`src/rtl/nx_fifo_ctrl_1r1w.sv`:
```
`default_nettype none
// +----------------------------------------------------------------------+
// | nx_fifo_ctrl_1r1w: valid/ready FIFO controller for a 2-cycle 1R1W    |
// | RAM with 4-entry prefetch. Option macro: NX_FIFO_CTRL_OVF_CHK_EN.    |
// | Rev 1.0                                                              |
// +----------------------------------------------------------------------+
module nx_fifo_ctrl_1r1w #(
  parameter int WIDTH = 83,
  parameter int DEPTH = 168,
  parameter int AW    = 8
) (
  input  logic             clk,
  input  logic             rst_n,
  input  logic             wr_valid,
  output logic             wr_ready,
  input  logic [WIDTH-1:0] wr_data,
  output logic             rd_valid,
  input  logic             rd_ready,
  output logic [WIDTH-1:0] rd_data,
  output logic [AW+1:0]    count,
  output logic             ram_web,
  output logic [AW-1:0]    ram_wa,
  output logic [WIDTH-1:0] ram_din,
  output logic [WIDTH-1:0] ram_bwe,
  output logic             ram_reb,
  output logic [AW-1:0]    ram_ra,
  input  logic [WIDTH-1:0] ram_dout,
  output logic             overflow
);
  localparam logic [AW-1:0] c_last_addr = AW'(DEPTH - 1);
  localparam logic [AW:0]   c_depth     = (AW+1)'(DEPTH);

  logic [AW-1:0]    r_wptr;
  logic [AW-1:0]    r_rptr;
  logic [AW:0]      r_ram_occ;
  logic [AW:0]      r_avail;
  logic [1:0]       r_vis;
  logic [1:0]       r_infl;
  logic [WIDTH-1:0] r_buf [4];
  logic [1:0]       r_buf_wi;
  logic [1:0]       r_buf_ri;
  logic [2:0]       r_buf_occ;
  logic [AW+1:0]    r_count;
  logic             r_wr_ready;
  logic             r_web;
  logic [AW-1:0]    r_wa;
  logic [WIDTH-1:0] r_din;

  logic             w_push;
  logic             w_pop;
  logic             w_issue;
  logic [3:0]       w_pend;
  logic [AW:0]      w_ram_occ_nxt;

  assign w_push = wr_valid & r_wr_ready;
  assign w_pop  = (r_buf_occ != 3'd0) & rd_ready;
  // Buffer slots already committed: held entries plus reads still in the RAM pipe.
  assign w_pend  = 4'(r_buf_occ) + 4'(r_infl[0]) + 4'(r_infl[1]);
  assign w_issue = (r_avail != '0) && (w_pend < (4'd4 + 4'(w_pop)));
  assign w_ram_occ_nxt = r_ram_occ + (AW+1)'(w_push) - (AW+1)'(w_issue);

  assign wr_ready = r_wr_ready;
  assign rd_valid = (r_buf_occ != 3'd0);
  assign rd_data  = r_buf[r_buf_ri];
  assign count    = r_count;
  assign ram_web  = r_web;
  assign ram_wa   = r_wa;
  assign ram_din  = r_din;
  assign ram_bwe  = '1;
  assign ram_reb  = ~w_issue;
  assign ram_ra   = r_rptr;

  always_ff @(posedge clk or negedge rst_n) begin
    if (!rst_n) begin
      r_wptr     <= '0;
      r_web      <= 1'b1;
      r_wa       <= '0;
      r_din      <= '0;
      r_ram_occ  <= '0;
      r_wr_ready <= 1'b0;
      r_count    <= '0;
    end else begin
      r_web      <= ~w_push;
      r_ram_occ  <= w_ram_occ_nxt;
      r_wr_ready <= (w_ram_occ_nxt < c_depth);
      r_count    <= r_count + (AW+2)'(w_push) - (AW+2)'(w_pop);
      if (w_push) begin
        r_wa   <= r_wptr;
        r_din  <= wr_data;
        r_wptr <= (r_wptr == c_last_addr) ? '0 : r_wptr + 1'b1;
      end
    end
  end

  // An entry is readable once the RAM input flop and the array write are done.
  always_ff @(posedge clk or negedge rst_n) begin
    if (!rst_n) begin
      r_vis   <= '0;
      r_avail <= '0;
      r_rptr  <= '0;
      r_infl  <= '0;
    end else begin
      r_vis   <= {r_vis[0], w_push};
      r_avail <= r_avail + (AW+1)'(r_vis[1]) - (AW+1)'(w_issue);
      r_infl  <= {r_infl[0], w_issue};
      if (w_issue)
        r_rptr <= (r_rptr == c_last_addr) ? '0 : r_rptr + 1'b1;
    end
  end

  always_ff @(posedge clk or negedge rst_n) begin
    if (!rst_n) begin
      for (int i = 0; i < 4; i++)
        r_buf[i] <= '0;
      r_buf_wi  <= '0;
      r_buf_ri  <= '0;
      r_buf_occ <= '0;
    end else begin
      if (r_infl[1]) begin
        r_buf[r_buf_wi] <= ram_dout;
        r_buf_wi        <= r_buf_wi + 2'd1;
      end
      if (w_pop)
        r_buf_ri <= r_buf_ri + 2'd1;
      r_buf_occ <= r_buf_occ + 3'(r_infl[1]) - 3'(w_pop);
    end
  end

`ifdef NX_FIFO_CTRL_OVF_CHK_EN
  logic r_overflow;

  always_ff @(posedge clk or negedge rst_n) begin
    if (!rst_n)
      r_overflow <= 1'b0;
    else if (wr_valid && !r_wr_ready)
      r_overflow <= 1'b1;
  end

  assign overflow = r_overflow;
`else
  assign overflow = 1'b0;
`endif

endmodule
`default_nettype wire

```
`config.mk`:
```
export PLATFORM = sky130hd
export DESIGN_NAME = nx_fifo_ctrl_1r1w
export DESIGN_NICKNAME = d
export VERILOG_FILES = /design/src/rtl/nx_fifo_ctrl_1r1w.sv
export SDC_FILE = /design/constraint.sdc
export NUM_CORES = 1
export LEC_CHECK = 0
export ABC_CLOCK_PERIOD_IN_PS = 3400
export CORE_MARGIN = 3
export CORE_UTILIZATION = 30
export CTS_BUF_LIST = sky130_fd_sc_hd__clkbuf_16
export DETAILED_ROUTE_END_ITERATION = 10
export RECOVER_POWER = 50
export SLEW_MARGIN = 10
export SYNTH_ARGS = -nofsm -noshare
export SYNTH_HDL_FRONTEND = slang
export SYNTH_SLANG_ARGS = --single-unit
```
`constraint.sdc`:
```
create_clock -name clk -period 3.4 [get_ports clk]
set_clock_uncertainty 0.1 [all_clocks]
set_input_delay 0.68 -clock clk [delete_from_list [all_inputs] [get_ports clk]]
set_output_delay 0.68 -clock clk [all_outputs]
set_load 0.03 [all_outputs]
```
==> Word level (Yosys, flattened, before mapping) <==
Cells that the tools add are included.
{ "totals": {"reg_bits": 480, "inputBits": 170, "output_inout_bits": 280} }
{ "op_classes": {"n_addsub": 15, "order_cmp": 5, "n_eq_ne": 2, "n_mux": 8, "bitwise": 6, "reduce_logical": 4} }
{ "op_table": {"columns": ["cell", "count"], "rows": [
  ["bitwise mux 332 bit", 1],
  ["two-way mux 83 bit", 3],
  ["binary-select mux 83 bit (select 2 bit)", 1],
  ["demux 83 bit (select 2 bit)", 1],
  ["adder 9 x 1 -> 9 bit", 2],
  ["subtractor 9 x 1 -> 9 bit", 2],
  ["adder 8 x 1 -> 8 bit (second input constant)", 2],
  ["== test 8 bit (second input constant)", 2],
  ["two-way mux 8 bit", 2],
  ["adder 10 x 1 -> 10 bit", 1],
  ["subtractor 10 x 1 -> 10 bit", 1],
  ["less-than comparator 9 x 8 -> 1 bit (second input constant)", 1],
  ["nonzero test 9 bit", 1],
  ["greater-or-equal comparator 3 bit (second input constant)", 2],
  ["inverter 2 -> 3 bit", 2],
  ["adder 2 x 1 -> 2 bit (second input constant)", 2],
  ["adder 3 x 1 -> 4 bit", 1],
  ["adder 3 x 1 -> 4 bit (first input constant)", 1],
  ["adder 4 x 1 -> 4 bit", 1],
  ["less-than comparator 4 bit", 1],
  ["adder 3 x 1 -> 3 bit", 1],
  ["less-than comparator 3 x 1 -> 1 bit (second input constant)", 1],
  ["nonzero test 3 bit", 1],
  ["subtractor 3 x 1 -> 3 bit", 1],
  ["other kinds (3)", 6]
]} }

==> Longest topological paths before layout <==
Gate-level depths: netlist (run 1).
{ "logic_depth": {"word_depth": 7, "mapped_depth": 19, "mapped_depth_nobuf": 18} }

==> Least setup slack after synthesis (run 1) <==
OpenSTA, ideal clock, no wires.
{ "synth_timing": {"path_kind": "reg-to-reg", "startpoint": "register r_infl[1]", "endpoint": "register r_wr_ready (netlist: wr_ready)", "t_arrival_ns": 3.540, "required_ns": 3.223, "slack_ns": -0.317, "stages_incl_launch_ff": 20, "synth_period_minus_slack_ns": 3.717, "cell_sequence": "dfrtp_1 -> clkbuf_1 -> inv_1 -> fa_1 -> inv_1 -> ha_1 -> and3b_4 -> o21ai_4 -> inv_4 -> nand2_1 -> nand2_1 -> ha_1 -> inv_1 -> fa_1 -> nor2b_1 -> o21ai_1 -> xnor2_1 -> or2_2 -> a21o_1 -> a21oi_1"} }
{ "synth_via": {"elab_chain_cells": 5} }
{ "synth_lines": {"columns": ["item", "line_no", "rtl"], "rows": [
  ["start: declaration", "38", "logic [1:0] r_infl;"],
  ["start signal: assignment", "105", "r_infl <= {r_infl[0], w_issue};"],
  ["adder 4 x 1 -> 4 bit", "58", "assign w_pend = 4'(r_buf_occ) + 4'(r_infl[0]) + 4'(r_infl[1]);"],
  ["less-than comparator 4 bit", "59", "assign w_issue = (r_avail != '0) && (w_pend < (4'd4 + 4'(w_pop)));"],
  ["logical AND 1 bit", "59", null],
  ["net w_issue", "51", "logic w_issue;"],
  ["subtractor 9 x 1 -> 9 bit", "60", "assign w_ram_occ_nxt = r_ram_occ + (AW+1)'(w_push) - (AW+1)'(w_issue);"],
  ["net w_ram_occ_nxt[4]", "53", "logic [AW:0] w_ram_occ_nxt;"],
  ["less-than comparator 9 x 8 -> 1 bit", "85", "r_wr_ready <= (w_ram_occ_nxt < c_depth);"],
  ["end signal: assignment", "85", null],
  ["end: declaration", "44", "logic r_wr_ready;"]
]} }
The timed path passes the listed nets, and every way through them passes these cells.
A chain may end at the register's enable or synchronous reset.

==> Worst setup path in the final report (run 1) <==
{ "layout_timing": {"startpoint": "register r_buf_ri[0]", "endpoint": "output port rd_data[15]"} }
{ "layout_via": {"elab_chain_cells": 4} }
{ "layout_lines": {"columns": ["item", "line_no", "rtl"], "rows": [
  ["start: declaration", "41", "logic [1:0] r_buf_ri;"],
  ["start signal: assignment", "124", "r_buf_ri <= r_buf_ri + 2'd1;"],
  ["inverter 2 -> 3 bit (not written as such)", "64", "assign rd_data = r_buf[r_buf_ri];"],
  ["binary-select mux 83 bit (select 2 bit)", "64", null],
  ["two-way mux 83 bit (not written as such) (2 in series)", "64", null],
  ["end: declaration", "19", "output logic [WIDTH-1:0] rd_data,"]
]} }
Every way passes these cells. The select of a mux whose other input is x is not followed.

==> results of run 1 <==
-- cell families after synthesis --
kind of cell,after synthesis,share of synthesized area [%]
muxes,415,26.2
AOI/OAI and AO/OA,47,1.43
other,2,0.0351
buffers and inverters,205,5.30
adders and majority gates,44,2.75
and+or+nand+nor,349,6.50
DFF,480,56.1
xor gates and xnor gates,40,1.64
-- worst paths after layout --
check,startpoint,to,slack (ps),cells past startpoint
min in group asynchronous,rst_n,r_buf[6]$_DFFE_PN0P_,1170,2
setup / recovery,r_buf_ri[0]$_DFFE_PN0N_,rd_data[15],120,3
setup reg to reg,r_infl[0]$_DFF_PN0_,wr_ready$_DFF_PN0_,120,18
hold reg to reg,r_vis[0]$_DFF_PN0_,r_vis[1]$_DFF_PN0_,250,0
max in group asynchronous,rst_n,r_buf_ri[1]$_DFFE_PN0N_,490,2
hold / removal,r_vis[0]$_DFF_PN0_,r_vis[1]$_DFF_PN0_,250,0
-- synth_stat cells, drive strengths merged (10+ instances only) --
master / count / area, sq um
a21oi: 14 / 70.1
buf: 128 / 842
clkbuf: 32 / 120
dfrtp: 479 / 12000
ha: 39 / 488
inv: 44 / 168
mux2: 332 / 3740
mux4: 83 / 1870
nand2: 300 / 1130
nor2: 19 / 71.3
o21ai: 10 / 61.3
xnor2: 26 / 228
xor2: 14 / 123
-- where the power goes --
part / internal, W / total (W) / switching, W
registers: 0.00869 / 0.0103 / 0.00159
logic: 0.00832 / 0.0174 / 0.00910
clock network: 0.00340 / 0.00577 / 0.00238
-- critical path: cells and delay by family, from the launching register on --
| family | cells | cell delay, ps |
|---|---|---|
| mux | 1 | 540 |
| buf+inv | 2 | 860 |
| flops | 1 | 500 |
-- cell type report --
class | count | area share (%)
Timing Repair Buffer | 423 | 15.3
Clock buffer | 54 | 4.81
Antenna cell | 3 | 0.0267
Tap cell | 940 | 4.19
Multi-Input combinational cell | 979 | 30.9
Clock inverter | 44 | 1.39
Sequential cell | 480 | 42.8
Inverter | 45 | 0.610
-- placed cells by master (no fill, tap or decap), drive strengths merged, types with 26 or more instances in the layout --
master | netlist | layout
inv | 44 | 60
conb | 2 | 84
clkbuf | 32 | 56
mux2 | 332 | 332
mux4 | 83 | 83
dlygate4sd2 | 0 | 50
buf | 128 | 58
xnor2 | 26 | 26
clkdlybuf4s50 | 0 | 291
ha | 39 | 39
nand2 | 300 | 300
dfrtp | 479 | 479
-- per-stage QoR --
stage | util (%) | worst slack (ps) | std cells
after floorplan | - | 11.7 | 1664
after global placement | 37.2 | -220 | 2858
after detailed placement | 37.2 | -261 | 2858
after CTS | 39.7 | 0.896 | 2959
after global routing | 39.9 | -22.7 | 2965
final | 39.9 | 117 | 2968
-- per-layer routing --
layer	part of all wire [%]	global-route usage [%]	vias up	wire (microns)
met5	0	0	-	0
met2	50	25.3	352	27300
li1	-	-	6085	-
met3	6.6	4.02	73	3600
met4	2.1	3.97	0	1160
met1	42	18.1	6783	22800
-- sequential cells by signal, indices dropped and copies added, names as in the netlist --
signal     cells
count         10
r_avail        9
r_buf        332
r_buf_occ      3
r_buf_ri       2
r_buf_wi       2
r_infl         2
r_ram_occ      9
r_vis          2
r_wptr         8
ram_din       83
ram_ra         8
ram_wa         8
ram_web        1
wr_ready       1
-- what timing repair did --
action	in CTS	in global routing
buffers inserted	2	6
endpoints found under the setup margin	65	29
resized for setup	57	36
pin swaps	2	15
hold endpoints to repair	57	0
hold buffers	1	0
==> flow_summary.json, run 1 <==
{
  "run_status": "finished, violations left",
  "ir_drop_v": 0.000598,
  "cts.clk_slew.worst_paths_ps": 70,
  "drt-total-wl_microns": 54900,
  "max_freq_ghz": 0.305,
  "path_cells": "buf_12, mux4_2, clkdlybuf4s50_1",
  "cp_slowest_cell": "clkdlybuf4s50_1",
  "failed_checks": "capacitance limit, slew limit",
  "synthToLayoutAreaGrowth_pct": 31.3,
  "cts_inserted_buffers": 53,
  "slew_headroom_pct": -46.3,
  "ant_nets": 0,
  "postPlaceCellArea_sq_um": 26200,
  "final-max-slew-violation-count": 72,
  "synth.distinct_cells": 46,
  "rsz_0062_raised_after_global_routing": "yes",
  "floorplan.rows": 97,
  "final_cell_area_sq_um": 28100,
  "synth_cells": 1582,
  "global_placement_routability_congestion": 0.824,
  "worstMarginPinSlew_ps": 2190,
  "floorplan.die_area_sq_um": 74600,
  "synth_enable_flop_cells": 0,
  "setup_cp_type": "flip-flop to output port",
  "antenna_found_initial": 2,
  "cap_violations": 1,
  "numClockSinks": 480,
  "finalSetupViolCount": 0,
  "worst_skew_pair.late_latency_ps": 600,
  "filler_cell_count": 6641,
  "hold_path_class": "flip-flop to flip-flop",
  "syn-mean-instance-area_sq_um": 13.5,
  "start_util_pct": 30.4,
  "dr.pass1.iters": 4,
  "route.vias.total": 13300,
  "clock_tree.buffer_depth": 3,
  "drc": 0,
  "routed_via_density": 4.48,
  "global_route_total_overflow": 0,
  "area_used_by_multi_input_combinational_logic_sq_um": 8690,
  "die_height_microns": 273,
  "drtIter0Drc": 632,
  "grt_use_total_pct": 14.7,
  "setup.worst_path.start_class": "flip-flop",
  "power_density_nw_per_um2": 1190,
  "timing.hold.ws_ps": 247,
  "core-area_sq_um": 70400,
  "crit_path_max_fanout": 20,
  "hold_violations": 0,
  "ios": 450,
  "fin_total_pwr_w": 0.0335,
  "ys_async_sr_fraction_pct": 100,
  "cp-end-kind": "output port",
  "post-route-period-util_pct": 96.6,
  "fin_tns_setup_ps": 0,
  "drive_above_1_share_pct": 28.9,
  "cts_tree": "done",
  "power_leakage_nw": 12.6,
  "crit_path_max_incr_delay_ps": 610,
  "cts_htree_levels": 2,
  "synth_area_sq_um": 21400,
  "cts_root_buf": "clkbuf_16",
  "synth_seq_cells": 480,
  "synth-seq-area-share_pct": 56.1,
  "avgRoutedWirePerCell_microns": 18.5,
  "final_worst_path_period_need_ps": 3280,
  "io_buffer_count": 365,
  "dp.final_hpwl_microns": 37100,
  "ys.warnings.count": 0,
  "chip_width_microns": 273,
  "first_global_vias": 14800,
  "grt_start_max_net_pins": 91,
  "finalNetCount": 2196,
  "register_area_sq_um": 12000,
  "wire_length_of_the_first_global_routing_pass_microns": 85700,
  "worst-endpoint-arrival_ps": 2500,
  "ys.flop_type": "dfrtp_1",
  "cp_data_required_time_ps": 2620
}
Power figures use the tool's default switching activity.
==> run 2: changes to the inputs <==
--- a/config.mk
+++ b/config.mk
@@ -6,10 +6,12 @@
 export NUM_CORES = 1
 export LEC_CHECK = 0
 export ABC_CLOCK_PERIOD_IN_PS = 3400
+export CORE_ASPECT_RATIO = 1.75
 export CORE_MARGIN = 3
 export CORE_UTILIZATION = 30
 export CTS_BUF_LIST = sky130_fd_sc_hd__clkbuf_16
 export DETAILED_ROUTE_END_ITERATION = 10
+export DONT_BUFFER_PORTS = 1
 export RECOVER_POWER = 50
 export SLEW_MARGIN = 10
 export SYNTH_ARGS = -nofsm -noshare
==> run 2 against run 1 <==
The flow finishes with violations (hold timing, capacitance limit, slew limit); sequential power grew 15%; register-to-register slack got worse by 20 ps; setup slack worse by 23 ps; first-iteration DRC count shrank 30%; critical endpoint is now wr_ready$_DFF_PN0_.
==> flow_summary.json, run 2 (synthesis results as in run 1) <==
{
  "run_status": "finished, violations left",
  "failed_checks": "hold timing, capacitance limit, slew limit",
  "cp_data_required_time_ps": 3810,
  "grt_use_total_pct": 13.8,
  "drtIter0Drc": 444,
  "hold_violations": 194,
  "power_leakage_nw": 10.7,
  "rsz_0062_raised_after_global_routing": "yes",
  "final-max-slew-violation-count": 332,
  "post-route-period-util_pct": 97.2,
  "numClockSinks": 480,
  "worst-endpoint-arrival_ps": 3710,
  "wire_length_of_the_first_global_routing_pass_microns": 80500,
  "finalNetCount": 1810,
  "fin_tns_setup_ps": 0,
  "cap_violations": 1,
  "global_placement_routability_congestion": 0.786,
  "die_height_microns": 359,
  "clock_tree.buffer_depth": 3,
  "grt_start_max_net_pins": 481,
  "cp-end-kind": "flip-flop",
  "cp_slowest_cell": "dfrtp_1",
  "largest_register": "r_buf",
  "chip_width_microns": 208,
  "global_route_total_overflow": 0,
  "hold_path_class": "input port to async pin",
  "fin_total_pwr_w": 0.0303,
  "filler_cell_count": 6836,
  "mostFrequentLayoutCells": "dfrtp_1, mux2_2, nand2_1, conb_1, mux4_2",
  "drive_above_1_share_pct": 34.3,
  "timing.hold.ws_ps": -308,
  "floorplan.die_area_sq_um": 74700,
  "slew_headroom_pct": -40.8,
  "cts_root_buf": "clkbuf_16",
  "power_density_nw_per_um2": 1260,
  "cts_tree": "done",
  "first_global_vias": 13300,
  "cts_htree_levels": 2,
  "drc": 0,
  "largest_register_ffs": 332,
  "antenna_found_initial": 2,
  "dr.pass1.iters": 5,
  "floorplan.rows": 128,
  "setup.worst_path.start_class": "flip-flop",
  "cts_inserted_buffers": 51,
  "mostFrequentLayoutCell": "dfrtp_1",
  "ant_nets": 0,
  "crit_path_max_fanout": 4,
  "worstMarginPinSlew_ps": 2110,
  "start_util_pct": 30.5,
  "ios": 450,
  "dp.final_hpwl_microns": 35200,
  "path_cells": "inv_2, fa_2, inv_2, ha_1, and3b_4, o21ai_4, inv_4, nand2_2, nand2_1, ha_2, inv_2, fa_2, nor2b_2, o21ai_1, xnor2_1, or2_4, a21o_1, a21oi_1",
  "finalSetupViolCount": 0,
  "cp_common_cell": "inv_2",
  "setup_cp_type": "flip-flop to flip-flop",
  "area_used_by_multi_input_combinational_logic_sq_um": 8620,
  "core-area_sq_um": 70100,
  "route.vias.total": 11900,
  "register_area_sq_um": 12000,
  "routed_via_density": 4.69,
  "drt-total-wl_microns": 52100,
  "cts.clk_slew.worst_paths_ps": 60,
  "avgRoutedWirePerCell_microns": 20.4,
  "ir_drop_v": 0.000651,
  "worst_skew_pair.late_latency_ps": 580,
  "crit_path_max_incr_delay_ps": 370,
  "max_freq_ghz": 0.302,
  "final_worst_path_period_need_ps": 3310,
  "io_buffer_count": 0,
  "synthToLayoutAreaGrowth_pct": 12.5,
  "finish.utilization_pct": 34.3
}
==> run 2: changes by cell type in the layout (fill, tap and decap cells not counted), moves of 4 or more <==
cell             before  now
inv_6                 1    5
clkdlybuf4s50_1     291    0
dlygate4sd2_1        50    0
buf_12               15    7
buf_4                40   29
dlymetal6s2s_1       20    0
inv_1                52   42
==> run 2: power breakdown <==
group	switching [W]	internal (W)	leakage, nW	total (W)
Combinational	0.00691	0.00579	4.14	0.0127
Sequential	0.00314	0.00866	5.69	0.0118
Clock	0.00240	0.00339	0.863	0.00578
==> run 2: layout make-up <==
| cell class | count | share of cell area [%] |
|---|---|---|
| inverters | 45 | 0.712 |
| clock buffers | 53 | 5.51 |
| flip-flops and latches | 480 | 50.0 |
| clock inverters | 41 | 1.72 |
| well taps | 910 | 4.73 |
| repair buffers | 39 | 1.54 |
| diodes | 1 | 0.0104 |
| multi-input cells | 979 | 35.8 |
==> run 2: stage by stage <==
stage	instances	worst slack, ps	instance area, sq um
finish	2548	93.9	24100
global route	2548	-61.2	24100
detailed placement	2448	-33.6	22300
global placement	2448	55.7	22300
CTS	2542	6.11	24000
floorplan	1664	11.7	21700
==> run 2: what timing repair did <==
action                     4_1_cts  5_1_grt
setup buffers                    0        5
pin swaps                        1        7
hold endpoints to repair       480      480
gates resized for setup          1        4
setup endpoints to repair        1        6
==> run 2: final timing paths <==
kind                                         from                      end  slack (ps)  cells after the start
min in group clk                      wr_data[28]  ram_din[28]$_DFFE_PN0P_         100                      2
hold / removal                              rst_n    r_buf[22]$_DFFE_PN0P_        -310                      0
hold reg to reg                r_vis[0]$_DFF_PN0_       r_vis[1]$_DFF_PN0_         250                      0
max in group asynchronous                   rst_n  r_buf_ri[1]$_DFFE_PN0N_        1540                      0
setup / recovery           r_buf_occ[0]$_DFF_PN0_       wr_ready$_DFF_PN0_          90                     18
setup reg to reg           r_buf_occ[0]$_DFF_PN0_       wr_ready$_DFF_PN0_          90                     18
==> run 2: critical path: cells and delay by family (launching register included) <==
family	cells	cell delay [ps]
buffers and inverters	4	250
adders and majority gates	4	1110
DFF	1	370
AOI/OAI and AO/OA	4	420
and+or+nand+nor	5	820
xor gates and xnor gates	1	140
==> run 2: metal layers <==
metal | routed length [microns] | up-vias | GRT usage (%)
met1 | 18900 | 6093 | 14.9
met5 | 0 | - | 0
li1 | - | 5308 | -
met3 | 5300 | 79 | 5.67
met4 | 1690 | 0 | 4.90
met2 | 26200 | 468 | 24.3
